`config.mk`:
```
export PLATFORM = sky130hd
export DESIGN_NAME = instruction_cache
export DESIGN_NICKNAME = d
export VERILOG_FILES = /design/src/rtl/instruction_cache.sv
export SDC_FILE = /design/constraint.sdc
export NUM_CORES = 2
export LEC_CHECK = 0
export BUFFER_PORTS_ARGS = -buffer_cell sky130_fd_sc_hd__buf_4
export CAP_MARGIN = 25
export CORE_ASPECT_RATIO = 0.75
export CORE_MARGIN = 1
export CORE_UTILIZATION = 60
export DETAILED_ROUTE_END_ITERATION = 8
export PLACE_DENSITY = 0.87
export SLEW_MARGIN = 20
export SYNTH_ARGS = -nofsm -noshare
export SYNTH_HDL_FRONTEND = slang
export SYNTH_SLANG_ARGS = --single-unit
```
`constraint.sdc`:
```
create_clock -name clk -period 7.95 [get_ports clk]
set_input_delay 1.1925 -clock clk [delete_from_list [all_inputs] [get_ports clk]]
set_output_delay 1.1925 -clock clk [all_outputs]
set_load 0.02 [all_outputs]
```
`src/rtl/instruction_cache.sv`:
```
// Direct-mapped read-only instruction cache: combinational hit path, whole-line refill over a req/ready bus.
// Optional hit/miss performance counters are enabled by defining ICACHE_PERF_CNT_EN.
module instruction_cache #(
    parameter int DATA_WIDTH     = 32,
    parameter int LINES          = 16,
    parameter int WORDS_PER_LINE = 4
) (
    input  logic                  clk,
    input  logic                  reset,
    input  logic [DATA_WIDTH-1:0] fetch_address,
    input  logic                  invalidate,
    output logic [DATA_WIDTH-1:0] cache_out,
    output logic                  cache_valid,
    output logic                  cache_stall,
    output logic                  mem_req,
    output logic [DATA_WIDTH-1:0] mem_addr,
    input  logic                  mem_ready,
    input  logic [DATA_WIDTH-1:0] mem_rdata
`ifdef ICACHE_PERF_CNT_EN
    ,
    output logic [31:0]           hit_count,
    output logic [31:0]           miss_count
`endif
);

    localparam int WORD_BITS  = $clog2(WORDS_PER_LINE);
    localparam int INDEX_BITS = $clog2(LINES);
    localparam int TAG_LSB    = INDEX_BITS + WORD_BITS + 2;
    localparam int TAG_BITS   = DATA_WIDTH - TAG_LSB;

    typedef enum logic {IDLE, REFILL} state_t;

    state_t                  state_reg;
    logic [WORD_BITS-1:0]    beat_reg;
    logic [INDEX_BITS-1:0]   refill_index_reg;
    logic [TAG_BITS-1:0]     refill_tag_reg;
    logic                    inval_seen_reg;

    logic [DATA_WIDTH-1:0]   data_mem [LINES*WORDS_PER_LINE];
    logic [TAG_BITS-1:0]     tag_mem  [LINES];
    logic                    valid_reg [LINES];

    logic [WORD_BITS-1:0]    fetch_word;
    logic [INDEX_BITS-1:0]   fetch_index;
    logic [TAG_BITS-1:0]     fetch_tag;
    logic                    lookup_hit;
    logic                    idle_hit;
    logic                    beat_write;
    logic                    fill_done;
    logic                    unused_offset;

    assign fetch_word    = fetch_address[WORD_BITS+1:2];
    assign fetch_index   = fetch_address[TAG_LSB-1:WORD_BITS+2];
    assign fetch_tag     = fetch_address[DATA_WIDTH-1:TAG_LSB];
    assign unused_offset = ^fetch_address[1:0];

    assign lookup_hit = valid_reg[fetch_index] && (tag_mem[fetch_index] == fetch_tag);
    assign idle_hit   = (state_reg == IDLE) && lookup_hit;

    assign cache_valid = !reset && idle_hit;
    assign cache_stall = !reset && !idle_hit;
    assign cache_out   = reset ? '0 : data_mem[{fetch_index, fetch_word}];

    assign beat_write = !reset && (state_reg == REFILL) && mem_ready;
    assign fill_done  = beat_write && (beat_reg == WORD_BITS'(WORDS_PER_LINE - 1));

    always_ff @(posedge clk) begin
        if (beat_write) begin
            data_mem[{refill_index_reg, beat_reg}] <= mem_rdata;
        end
        if (fill_done) begin
            tag_mem[refill_index_reg] <= refill_tag_reg;
        end
    end

    // A line refilled while an invalidate was seen must stay invalid: its contents may be stale.
    for (genvar gi = 0; gi < LINES; gi++) begin : g_valid
        always_ff @(posedge clk) begin
            if (reset) begin
                valid_reg[gi] <= 1'b0;
            end else if (fill_done && (refill_index_reg == INDEX_BITS'(gi))
                         && !(inval_seen_reg || invalidate)) begin
                valid_reg[gi] <= 1'b1;
            end else if (invalidate) begin
                valid_reg[gi] <= 1'b0;
            end
        end
    end

    always_ff @(posedge clk) begin
        if (reset) begin
            state_reg        <= IDLE;
            mem_req          <= 1'b0;
            mem_addr         <= '0;
            beat_reg         <= '0;
            refill_index_reg <= '0;
            refill_tag_reg   <= '0;
            inval_seen_reg   <= 1'b0;
        end else begin
            case (state_reg)
                IDLE: begin
                    if (!lookup_hit) begin
                        state_reg        <= REFILL;
                        mem_req          <= 1'b1;
                        mem_addr         <= {fetch_address[DATA_WIDTH-1:WORD_BITS+2], {(WORD_BITS+2){1'b0}}};
                        beat_reg         <= '0;
                        refill_index_reg <= fetch_index;
                        refill_tag_reg   <= fetch_tag;
                        inval_seen_reg   <= 1'b0;
                    end
                end
                REFILL: begin
                    if (invalidate) begin
                        inval_seen_reg <= 1'b1;
                    end
                    if (mem_ready) begin
                        beat_reg <= beat_reg + 1'b1;
                        if (beat_reg == WORD_BITS'(WORDS_PER_LINE - 1)) begin
                            state_reg      <= IDLE;
                            mem_req        <= 1'b0;
                            inval_seen_reg <= 1'b0;
                        end else begin
                            mem_addr <= mem_addr + DATA_WIDTH'(4);
                        end
                    end
                end
                default: begin
                    state_reg <= IDLE;
                    mem_req   <= 1'b0;
                end
            endcase
        end
    end

`ifdef ICACHE_PERF_CNT_EN
    always_ff @(posedge clk) begin
        if (reset) begin
            hit_count  <= '0;
            miss_count <= '0;
        end else if (state_reg == IDLE) begin
            if (lookup_hit) begin
                hit_count <= hit_count + 32'd1;
            end else begin
                miss_count <= miss_count + 32'd1;
            end
        end
    end
`endif

endmodule

```
Word-level counts from Yosys, hierarchy flattened. Memories as Yosys holds them, arrays and structs flattened. Index checks and enable logic that the tools add are counted.

Bits in writable memories: 2448. Register bits: 65. Bits of input ports: 68. Word-level logic and storage cells: 271. Output and inout bits: 67. Memories kept: 3.

Memory list: data_mem (words 64, bits a word 32, rd ports 1, clocked after Yosys merged registers in 0, write ports 1, line 39) `logic [DATA_WIDTH-1:0] data_mem [LINES*WORDS_PER_LINE];`; tag_mem (words 16, bits a word 24, rd ports 1, clocked after Yosys merged registers in 0, write ports 1, line 40) `logic [TAG_BITS-1:0] tag_mem [LINES];`; valid_reg (words 16, bits a word 1, rd ports 1, clocked after Yosys merged registers in 0, write ports 16, line 41) `logic valid_reg [LINES];`.

Mux-type cells: 156. Bitwise gates (word level): 34. Reductions and logical operators: 48. Equal/unequal tests: 21. Add/sub/neg operators: 2.

Operator list (count): 2-to-1 mux 1 bit (145); 2-to-1 mux 32 bit (4); one-hot mux 32 bit (2 select lines) (1); logical AND 1 bit (39); adder 32 x 3 -> 32 bit (second input constant) (1); == test 4 bit (second input constant) (8); OR 1 bit (32); == test 24 bit (1); == test 4 x 3 -> 1 bit (second input constant) (4); == test 4 x 2 -> 1 bit (second input constant) (2); != test 2 bit (second input constant) (3); one-hot mux 1 bit (2 select lines) (3); AND reduction 3 bit (2); == test 4 x 1 -> 1 bit (second input constant) (1); zero test 4 bit (1); 2-to-1 mux 2 bit (2); one-hot mux 2 bit (2 select lines) (1); AND reduction 2 bit (2); zero test 1 bit (3); adder 2 x 1 -> 2 bit (second input constant) (1); == test 2 bit (second input constant) (1); != test 2 x 1 -> 1 bit (second input constant) (1); NOT 1 bit (2); logical OR 1 bit (1).

Depth between registers and ports, before layout.
Word-level depth: 11. Depth in mapped cells: 15.

Worst setup path after synthesis. No wires, ideal clock.

Path kind: input port to output port. Start: input fetch_address[2]. End: output cache_out[0]. Stages on the path: 8. Buffers on the path: 4. Slack: 2.695 ns. Arrival: 4.063 ns. Cells stage by stage: clkbuf_1 clkbuf_1 clkbuf_1 buf_1 mux4_2 mux4_2 a211oi_1 a211oi_1.

Word-level cells in the longest chain between the ends: 2.

Ends and longest elaborated chain: start: declaration (line 10) `input logic [DATA_WIDTH-1:0] fetch_address,`; memory (64 x 32 bit); 2-to-1 mux 32 bit (line 62) `assign cache_out = reset ? '0 : data_mem[{fetch_index, fetch_word}];`; end: declaration (line 12) `output logic [DATA_WIDTH-1:0] cache_out,`.

No other way between the ends.

Worst setup path after layout.
Start: input fetch_address[4]. End: output cache_valid.

Word-level cells in the longest chain between the ends: 5. Elaborated cells between the ends (all ways): 6.

Ends and longest elaborated chain: memory (16 x 24 bit); == test 24 bit (line 57) `assign lookup_hit = valid_reg[fetch_index] && (tag_mem[fetch_index] == fetch_tag);`; logical AND 1 bit (*) (line 57); logical AND 1 bit (*) (line 58) `assign idle_hit = (state_reg == IDLE) && lookup_hit;`; logical AND 1 bit (*) (line 60) `assign cache_valid = !reset && idle_hit;`; end: declaration (line 13) `output logic cache_valid,`.

Mark *: on every way between the ends. The rest lies on a longest branch, timed or not.

==> flow_summary_export.csv <==
group,metric,value,unit
detailed_routing,vias,51600,
critical_path,cp.required,6.76,ns
critical_path,criticalPathCategory,"input pin to output port",
logic_synthesis,yosysSeqAreaShare,0.770,
critical_path,r2r_cells,9,
clocking,clk_latency,0.87,ns
grt,antenna_found_initial,30,
layout,fin_cells,6816,
sta,fin_worst_skew,0.0835,ns
critical_path,r2r-end,"refill_index_reg[3]",
logic_synthesis,synth_top_family_by_area,"multiplexers",
logic_synthesis,synth_cells,4247,
logic_synthesis,ys.warnings.count,0,
logic_synthesis,synth_compound_area_frac,0.0152,
sta,setup_tns,0,ns
layout,reg.largest.list,"data_mem x2048, tag_mem x384, mem_addr x30",
detailed_routing,ant_nets,0,
logic_synthesis,muxShareOfSynthArea,0.182,
placed_design,gp_congestion,0.842,
critical_path,critPathMaxFanout,75,
detailed_routing,viasPerCell,7.57,
grt,grt_pass1_vias,51600,
run,drv_cap,0,
logic_synthesis,synth_edf_count,2448,
grt,grt_pass1_wl,401,mm
critical_path,max_stage_delay,0.89,ns
die,die_x,467,um
detailed_routing,routed_wl,293,mm
critical_path,arrival,5.45,ns
clocking,cts_tree,"yes",
layout,drive_above_1_share,0.299,
clocking,postCtsSetupRepairBufs,0,
logic_synthesis,yosys.area_share.simple,0.0177,
clocking,holdBufCountCts,0,
critical_path,r2r_setup_slack,3.49,ns
die,die_area,163000,um^2
die,die_h,350,um
sta,rsz0062_at_grt,"no",
clocking,h-tree-depth,4,
die,ioPinCount,135,
sta,period_share,0.835,
layout,largest_register_ffs,2048,
clocking,cts_made_buffers,214,
pwr,p_leak,33.8,nW
clocking,cts_buffer_depth,3,
sta,finalSetupViolCount,0,
sta,worstMarginPinSlew,1.15,ns
critical_path,worstSetupStartpoint,"fetch_address[4]",
logic_synthesis,synthFlopType,"edfxtp_1",
die,rows,127,
sta,period_minus_slack,6.64,ns
logic_synthesis,ys_ff_latch,2511,
clocking,clkSinkCount,2511,
sta,slew-limit-headroom,0.234,
placed_design,place_hpwl,143,mm
placed_design,io_buffers,130,
critical_path,slowest_stage,"buf_4",
layout,multi_input_area,21800,um^2
clocking,postCtsResizedCells,0,
critical_path,rr_startpoint,"tag_mem[5][14]",
logic_synthesis,synthXorXnorAreaFrac,0.00379,
sta,drv_slew,0,
logic_synthesis,async_reset_ff_frac,0,
detailed_routing,drtIter0Drc,10300,
logic_synthesis,synthesis.area,97100,um^2
placed_design,place_inst,6400,
layout,nFillCells,8741,
grt,grt_util_all_layers,0.359,
clocking,path_clk_slew,0.07,ns
die,start_util,0.606,
critical_path,worstPathCellList,"buf_8 > buf_4 > mux4_2 > a22oi_1 > nand3_1 > xor2_1 > a41oi_1 > nand4_1 > nor4_2 > and2_1 > buf_4",
pwr,ir_drop,352,uV
detailed_routing,routedWlPerCell,42.9,um
sta,clock.fmax,151,MHz
pwr,p_per_area,245,nW/um^2
clocking,cts_root_buf,"clkbuf_16",
run_status,status,"finished clean",
detailed_routing,drc,0,
critical_path,startpoint_type,"input pin",
layout,seqCellArea,74800,um^2
logic_synthesis,synth_cell_type_count,66,
die,coreArea,160000,um^2
layout,nets,4569,
layout,top_register,"data_mem",
logic_synthesis,synthAdderAreaFrac,0.000258,
critical_path,crit_path_end,"cache_valid",
critical_path,endpoint_kind,"output port",
detailed_routing,dr.pass1.iters,9,
grt,overflow,0,
critical_path,path_common_cell,"buf_4",
layout,syn_to_final_growth,11.8,%
min_path,hold_path.class,"flop to flop",
grt,grt_max_degree,96,
logic_synthesis,postSynthAreaPerCell,22.9,um^2
sta,hold_viol_final,0,
[layer usage]
layer	global-route usage	part of all wire	vias to the layer above
met4	0.225	0.074	38
met1	0.434	0.30	26000
met3	0.112	0.15	1293
met5	0.00291	0.0011	-
met2	0.570	0.48	5722
li1	-	-	18500
[critical path, delay by kind of cell]
kind / cells / cell delay (ns)
buffers and inverters: 3 / 1.65
muxes: 1 / 0.61
xor gates and xnor gates: 1 / 0.17
and+or+nand+nor: 4 / 1.34
AOI/OAI and AO/OA: 2 / 0.35
[synthesized netlist by cell type (7+ instances only)]
cell,count,share of area
a211oi_1,41,0.0032
a21oi_1,30,0.0015
a221oi_1,9,0.00081
a22o_1,10,0.00090
a22oi_1,23,0.0018
and2_1,17,0.0011
and3_1,7,0.00045
buf_1,38,0.0015
buf_2,37,0.0019
buf_4,14,0.0011
clkbuf_1,151,0.0058
dfxtp_1,63,0.013
edfxtp_1,2448,0.76
inv_1,12,0.00046
mux2_2,10,0.0012
mux2i_1,126,0.013
mux4_2,722,0.17
nand2_1,57,0.0022
nand2b_1,8,0.00052
nand3_1,31,0.0016
nand4_1,13,0.00084
nor2_1,162,0.0063
nor2b_1,33,0.0021
nor3_1,15,0.00077
o211ai_1,10,0.00077
o21ai_0,32,0.0016
o22ai_1,9,0.00058
o31ai_1,7,0.00054
xnor2_1,21,0.0019
xor2_1,21,0.0019
[cells in the final DEF, fill, tap and decap left out, types with 11 or more instances in the layout]
cell       count
nand4_1       13
xor2_1        21
nor2_2        13
mux2i_1      126
a21oi_1       30
inv_1         12
clkinv_1      60
nor2_1        86
o21ai_0       32
dfxtp_1       63
a22oi_1       23
nand3_1       30
mux4_2       722
and2_1        17
clkbuf_16    214
a211oi_1      41
clkbuf_1      46
nor3_1        11
edfxtp_1    2448
nor2b_1       33
nor2_4        64
xnor2_1       21
bufinv_16     13
buf_4        241
nand2_1       57
buf_12        25
clkinv_2      39
[cell type report]
| class | instances | area share |
|---|---|---|
| inverter | 14 | 0.000484 |
| antenna | 8 | 0.000184 |
| sequential | 2511 | 0.689 |
| clock buffer | 260 | 0.0509 |
| clock inverter | 137 | 0.0112 |
| tap | 2128 | 0.0245 |
| multi-input combinational | 1479 | 0.201 |
| timing repair buffer | 279 | 0.0234 |
[worst min-delay path by stage]
stage,from,end,slack (ns),cells past startpoint
detailed placement,mem_req,mem_req,0.48,2
CTS,mem_req,mem_req,0.49,2
finish,mem_req,mem_req,0.49,2
global route,mem_req,mem_req,0.51,2
global placement,inval_seen_reg,inval_seen_reg,0.47,2
floorplan,inval_seen_reg,inval_seen_reg,0.45,2
[where the power goes]
group	switching (mW)	internal (mW)
sequential	0.0595	14.5
combinational	0.880	0.551
clock	5.12	5.42
[logic make-up (layout without fill, tap and decap cells)]
| group | count (synthesis) | count (layout) |
|---|---|---|
| xor gates and xnor gates | 42 | 42 |
| other | 1 | 10 |
| DFF | 2511 | 2511 |
| muxes | 858 | 858 |
| and+or+nand+nor | 367 | 367 |
| buffers and inverters | 258 | 690 |
| adders and majority gates | 2 | 2 |
| AOI/OAI and AO/OA | 208 | 208 |
[metrics by stage]
stage	setup WS (ns)	hold WS [ns]	instance area, um^2	total power, mW	utilization
after global placement	1.41	0.467	102000	16.1	0.634
after floorplan	2.69	0.454	97100	15.7	-
final	1.31	0.488	109000	26.6	0.678
after CTS	1.22	0.489	108000	26.4	0.676
after global routing	1.08	0.514	109000	27.0	0.678
after detailed placement	1.27	0.480	102000	16.2	0.634
(Power assumes the default switching activity.)
